[config.mk]
export PLATFORM = sky130hd
export DESIGN_NAME = wb_trace_buf
export DESIGN_NICKNAME = d
export VERILOG_FILES = /design/src/rtl/wb_trace_buf.sv
export SDC_FILE = /design/constraint.sdc
export NUM_CORES = 2
export LEC_CHECK = 0
export BUFFER_PORTS_ARGS = -buffer_cell sky130_fd_sc_hd__buf_2
export CORE_UTILIZATION = 50
export CTS_BUF_LIST = sky130_fd_sc_hd__clkbuf_8
export DETAILED_ROUTE_END_ITERATION = 6
export PLACE_DENSITY = 0.66
export SLEW_MARGIN = 20
export SYNTH_ARGS = -nofsm -noshare
export SYNTH_HDL_FRONTEND = slang
export SYNTH_SLANG_ARGS = --single-unit
[constraint.sdc]
create_clock -name clk -period 76.2 [get_ports clk]
set_input_delay 15.24 -clock clk [delete_from_list [all_inputs] [get_ports clk]]
set_output_delay 15.24 -clock clk [all_outputs]
set_load 0.01 [all_outputs]
[src/rtl/wb_trace_buf.sv]
// Retirement-trace capture FIFO fed by the core's write-back debug stream.
// Optional macro WB_TRACE_SEQ_EN adds a 16-bit capture sequence tag (trace_seq).
module wb_trace_buf #(
   parameter int DEPTH   = 16,
   parameter int SKIP_R0 = 1
) (
   input  logic                       clk,
   input  logic                       rst,
   input  logic                       clear,
   input  logic [31:0]                debug_wb_pc,
   input  logic [3:0]                 debug_wb_rf_we,
   input  logic [4:0]                 debug_wb_rf_wnum,
   input  logic [31:0]                debug_wb_rf_wdata,
   output logic                       trace_valid,
   input  logic                       trace_ready,
   output logic [31:0]                trace_pc,
   output logic [4:0]                 trace_wnum,
   output logic [31:0]                trace_wdata,
   output logic [$clog2(DEPTH):0]     trace_count,
   output logic                       overflow,
   output logic [15:0]                drop_cnt
`ifdef WB_TRACE_SEQ_EN
   ,
   output logic [15:0]                trace_seq
`endif
);

   localparam int AW = $clog2(DEPTH);
   localparam int CW = AW + 1;
   localparam logic [CW-1:0] FULL_CNT = CW'(DEPTH);
`ifdef WB_TRACE_SEQ_EN
   localparam int EW = 85;
`else
   localparam int EW = 69;
`endif

   // Output handshake: an entry transfers on a clk edge where trace_valid
   // and trace_ready are both 1; trace_* hold steady while valid && !ready.

   logic [EW-1:0]  mem [DEPTH];
   logic [AW-1:0]  rd_ptr;
   logic [AW-1:0]  wr_ptr;
   logic [CW-1:0]  count;
   logic           cap;
   logic           pop;
   logic           push;
   logic           drop;
   logic [EW-1:0]  wr_entry;
   logic [EW-1:0]  head;

`ifdef WB_TRACE_SEQ_EN
   logic [15:0]    seq_cnt;
`endif

   always_comb begin
      cap  = (|debug_wb_rf_we) && !((SKIP_R0 != 0) && (debug_wb_rf_wnum == 5'd0));
      pop  = (count != '0) && trace_ready;
      // A full FIFO still accepts a capture when the head leaves in the same edge.
      push = cap && ((count < FULL_CNT) || pop);
      drop = cap && !push;
   end

`ifdef WB_TRACE_SEQ_EN
   assign wr_entry = {seq_cnt, debug_wb_pc, debug_wb_rf_wnum, debug_wb_rf_wdata};
`else
   assign wr_entry = {debug_wb_pc, debug_wb_rf_wnum, debug_wb_rf_wdata};
`endif

   assign head        = mem[rd_ptr];
   assign trace_valid = (count != '0);
   assign trace_pc    = head[68:37];
   assign trace_wnum  = head[36:32];
   assign trace_wdata = head[31:0];
   assign trace_count = count;
`ifdef WB_TRACE_SEQ_EN
   assign trace_seq   = head[84:69];
`endif

   always_ff @(posedge clk or posedge rst) begin
      if (rst) begin
         for (int i = 0; i < DEPTH; i++) mem[i] <= '0;
      end else if (push && !clear) begin
         mem[wr_ptr] <= wr_entry;
      end
   end

   always_ff @(posedge clk or posedge rst) begin
      if (rst) begin
         rd_ptr   <= '0;
         wr_ptr   <= '0;
         count    <= '0;
         overflow <= 1'b0;
         drop_cnt <= '0;
      end else if (clear) begin
         rd_ptr   <= '0;
         wr_ptr   <= '0;
         count    <= '0;
         overflow <= 1'b0;
         drop_cnt <= '0;
      end else begin
         if (pop)  rd_ptr <= rd_ptr + 1'b1;
         if (push) wr_ptr <= wr_ptr + 1'b1;
         if (push && !pop)      count <= count + 1'b1;
         else if (pop && !push) count <= count - 1'b1;
         if (drop) begin
            overflow <= 1'b1;
            if (drop_cnt != 16'hFFFF) drop_cnt <= drop_cnt + 1'b1;
         end
      end
   end

`ifdef WB_TRACE_SEQ_EN
   // Advances on every qualifying capture, dropped or not, so gaps mark drops.
   always_ff @(posedge clk or posedge rst) begin
      if (rst)        seq_cnt <= '0;
      else if (clear) seq_cnt <= '0;
      else if (cap)   seq_cnt <= seq_cnt + 1'b1;
   end
`endif

endmodule
## Yosys cells after proc, flatten, opt, wreduce, memory -nomap -nowiden

Index checks and enable logic that the tools add are counted.
Widths: inputs -> output; s select.

| storage, ports and cells | value |
|---|---|
| output and inout port bits | 92 |
| flip-flop bits (word level) | 1134 |

| operators by class | value |
|---|---|
| multiplexer cells | 18 |
| reductions and logical operators | 22 |
| eq/ne operators | 1 |
| bitwise gates (word level) | 2 |
| $add $sub $neg | 5 |
| magnitude comparators | 4 |

Operator list:

| kind | number |
|---|---|
| $bwmux 1104 | 1 |
| $bmux 69 s4 | 1 |
| $demux 69 s4 | 1 |
| $mux 69 | 3 |
| $mux 16 | 3 |
| $add 16x1->16 const B | 1 |
| $mux 4 | 4 |
| $ne 16x16->1 const B | 1 |
| $mux 5 | 3 |
| $ge 5x5->1 const B | 2 |
| $not 4->5 | 2 |
| $add 4x1->4 const B | 2 |
| $logic_and 1x1->1 | 8 |
| $reduce_bool 2->1 | 4 |
| $add 5x1->5 const B | 1 |
| $logic_not 5->1 | 1 |
| $lt 5x1->1 const B | 1 |
| $lt 5x5->1 const B | 1 |
| $reduce_bool 5->1 | 1 |
| $sub 5x1->5 const B | 1 |
| $logic_not 1->1 | 4 |
| $reduce_or 4->1 | 1 |
| $reduce_bool 3->1 | 1 |
| $mux 1 | 2 |
| other kinds (2) | 2 |

## Depth between registers and ports, before layout

| logic depth | value |
|---|---|
| word-level depth | 9 |
| gate-level depth with buffers | 8 |
| mapped depth without buffers | 8 |

## Least setup slack after synthesis

Ideal clock, no wire load.

| timing path | value |
|---|---|
| kind | reg2out |
| start | register rd_ptr[0] |
| end | output port trace_pc[0] |
| path buffers | 3 |
| stages on the path, launching flop included | 6 |
| slack | 58694 ps |
| data required time | 60960 ps |
| arrival | 2266 ps |
| cell sequence | dfrtp_1 > buf_2 > buf_2 > buf_1 > mux4_2 > mux4_2 |

| between the ends | value |
|---|---|
| cells in the longest elaborated chain, start to end | 4 |

Ends and longest elaborated chain:

| what | line | text |
|---|---|---|
| from (decl) | 41 | `logic [AW-1:0] rd_ptr;` |
| from (signal assigned) | 101 | `if (pop) rd_ptr <= rd_ptr + 1'b1;` |
| $not 4->5 (not written as such) | 69 | `assign head = mem[rd_ptr];` |
| $bmux 69 s4 | 69 |  |
| $mux 69 (not written as such) (2 in a row) | 69 |  |
| to (decl) | 16 | `output logic [31:0] trace_pc,` |

No other way between the ends. The select of a mux whose other input is x is not followed.

## Worst setup path after layout

| timing path | value |
|---|---|
| start | register rd_ptr[0] |
| end | output port trace_pc[24] |

Same word-level chain as after synthesis.

==> results_dict.tcl <==
set metrics [dict create \
    internal-power_mw 1.30 \
    viasPerCell 5.97 \
    drive_gt1_share_pct 58.7 \
    post-place-ws_ps 56830 \
    wl_met2_mm 62.8 \
    grt_max_degree 181 \
    io_pins 169 \
    crit_required_ps 60960 \
    avgSynthCellArea_um2 16.8 \
    slowest_stage "dfrtp_4" \
    syn_nets 3135 \
    cts_setup_buffers 0 \
    wl_per_cell_um 26.1 \
    dpl_cell_area_um2 53100 \
    swShare_pct 29.1 \
    p_leak_nw 26.4 \
    rsz0062_at_grt "false" \
    outcome "complete, no violations" \
    synth_edf_count 0 \
    core_area_um2 102000 \
    syn-cell-area_um2 51200 \
    synth_seq_cells 1134 \
    antenna_found_initial 20 \
    root_buffer "clkbuf_8" \
    syn_inst 3047 \
    finalCriticalPeriod_ps 20100 \
    cts.reportedPaths.clkPinSlew_ps 60 \
    holdWs_ps 487 \
    fp-row-count 117 \
    async_reset_ff_share_pct 100 \
    crit_chain "buf_4 > buf_4 > mux4_2 > mux4_2 > buf_2" \
    synth_area_leaders "dfrtp_1 55%, mux2_2 24%, mux4_2 15%" \
    seq_power_share_pct 43.7 \
    cp_top_family "buffers and inverters" \
    ys_seq_area_share_pct 55.4 \
    vdd_drop_max_mv 0.0294 \
    critPathArrivalTime_ps 4860 \
    dr_wl_met3_mm 5.31 \
    period_share_pct 26.4 \
    vias 28000 \
    setup_slack_ps 56100 \
    io_buffers 168 \
    cts-resized-gates 0 \
    hp-class "flop to flop" \
    clk-insertion-delay-late_ps 860 \
    path_class "flop to output pin" \
    routed_wl_mm 122 \
    setup_tns_ps 0 \
    cts_tree "done" \
    hpwl_mm 66.8 \
    reg2reg_to "mem[355]" \
    synth.top_cell.area_share_pct 55.4 \
    drt_iter0_drc 1597 \
    stdcell_area_um2 56900 \
    grt_pass1_vias 31300 \
    critical_path.max_stage_delay_ps 1060 \
    die_h_um 322 \
    hold_buffers 0 \
    dieWidth_um 322 \
    gp_congestion 0.762 \
    critPathBufInv 3 \
    clockBufferDepth 3 \
    clkSinkCount 1134 \
    finalHoldViolations 0 \
    cp-end-kind "output pin" \
    cp_max_fo 48 \
    drv_cap 0 \
    drt_first_pass_iters 5 \
    final_util_pct 56.0 \
    p_comb_share_pct 27.5 \
    p_sw_uw 534 \
    clockPowerShare_pct 28.8 \
    cts_buffers 188 \
    crit_end "trace_pc[24]" \
    rr_startpoint "wr_ptr[3]" \
    synthTopCellsByCount "1134 x dfrtp_1, 1107 x mux2_2, 345 x mux4_2, 131 x clkbuf_1, 78 x buf_2" \
    yosys_warnings 0 \
    drv_slew 0 \
    num-fill-cells 8072 \
    area_growth_pct 11.0 \
    r2r_cells 5 \
    top_layer_used "met5" \
    grt_pass1_wl_mm 191 \
    timing.slew.headroom_pct 23.2 \
    yosysTopAreaCell "dfrtp_1" \
    drc 0 \
    antenna_left 0 \
    finalClockSkew_ps 31.9 \
    htree_num_levels 4 \
    setup_viol 0 \
    wl_met1_mm 51.3 \
    worstMarginPinSlew_ps 1150 \
    power_density_nw_per_um2 32.3 \
    reg2reg_slack_ps 72070 \
    track_usage_pct 24.5 \
    yosysMostFrequentCell "dfrtp_1" \
    die_area_um2 104000 \
    fmax_mhz 49.7 \
    synth-main-ff-cell "dfrtp_1" \
    crit_cells 5 \
    start_kind "flop" \
    grt-ovfl-total 0 \
    cp-startpoint "rd_ptr[0]" \
    synth.distinct_cells 44 \
    layout.nets 3270 \
    start_util_pct 50.4 \
]
==> worst min-delay path by stage <==
stage	from	to	slack, ps	depth (start not counted)
2_1_floorplan	mem[451]	mem[451]	450	1
3_3_place_gp	mem[458]	mem[458]	460	1
3_5_place_dp	mem[458]	mem[458]	480	1
4_1_cts	mem[458]	mem[458]	490	1
5_1_grt	mem[372]	mem[372]	510	1
6_report	mem[458]	mem[458]	490	1
==> registers in the layout, summed over array words and instances, names as in the netlist <==
name and count:
mem 1104, drop_cnt 16, trace_count 5, rd_ptr 4, wr_ptr 4, overflow 1
==> through the flow <==
stage          power, mW  std cells
2_1_floorplan       1.17       3047
3_3_place_gp        1.30       4360
3_5_place_dp        1.33       4360
4_1_cts             1.86       4690
5_1_grt             1.94       4696
6_report            1.84       4698
==> cells in the final DEF, fill, tap and decap left out, types with 4 or more instances in the layout <==
cell and instances:
and3_1 4, dfrtp_4 4, buf_4 44, nand2b_1 8
clkbuf_8 232, or4_1 8, o31ai_1 5, mux4_2 345
diode_2 8, mux2_1 8, nand3_1 13, and4_1 5
mux2i_1 4, nor4_1 8, nor3_4 4, nor4_4 4
nor2b_1 13, nand3_4 8, nand2_1 7, o21ai_0 4
nor2_1 24, bufinv_16 5, clkinv_2 9, inv_1 80
mux2_2 1107, a21oi_1 12, xor2_1 4, buf_2 168
dfrtp_1 1130, inv_8 4, ha_1 10
==> power by group through the flow <==
stage / combinational [mW] / clock, mW / sequential (mW)
2_1_floorplan: 0.390 / 0 / 0.784
3_3_place_gp: 0.502 / 0 / 0.801
3_5_place_dp: 0.515 / 0 / 0.813
4_1_cts: 0.517 / 0.545 / 0.803
5_1_grt: 0.544 / 0.573 / 0.820
6_report: 0.506 / 0.530 / 0.803
==> final cells by class <==
class	count	area (µm²)	area share (%)
inverter	6	30.0	0.0528
clock buffer	232	3190	5.61
timing repair buffer	217	1250	2.20
tap	1368	1710	3.01
multi-input combinational	1635	21700	38.1
antenna	8	20.0	0.0352
clock inverter	98	577	1.01
sequential	1134	28400	49.9
==> logic make-up after synthesis <==
| family | after synthesis | share of synthesized area (%) |
|---|---|---|
| AO/OA/AOI/OAI | 36 | 0.513 |
| XOR/XNOR | 6 | 0.103 |
| adder cells (fa/ha/maj) | 11 | 0.283 |
| buffers and inverters | 278 | 2.52 |
| flip-flops | 1134 | 55.4 |
| multiplexers | 1464 | 39.8 |
| AND/OR/NAND/NOR | 118 | 1.42 |
==> per-layer routing <==
metal	up-vias	global-route usage (%)
met5	-	0
met4	16	8.00
met1	15400	31.8
met2	576	41.3
li1	11800	-
met3	234	4.85
Power figures use the tool's default switching activity.
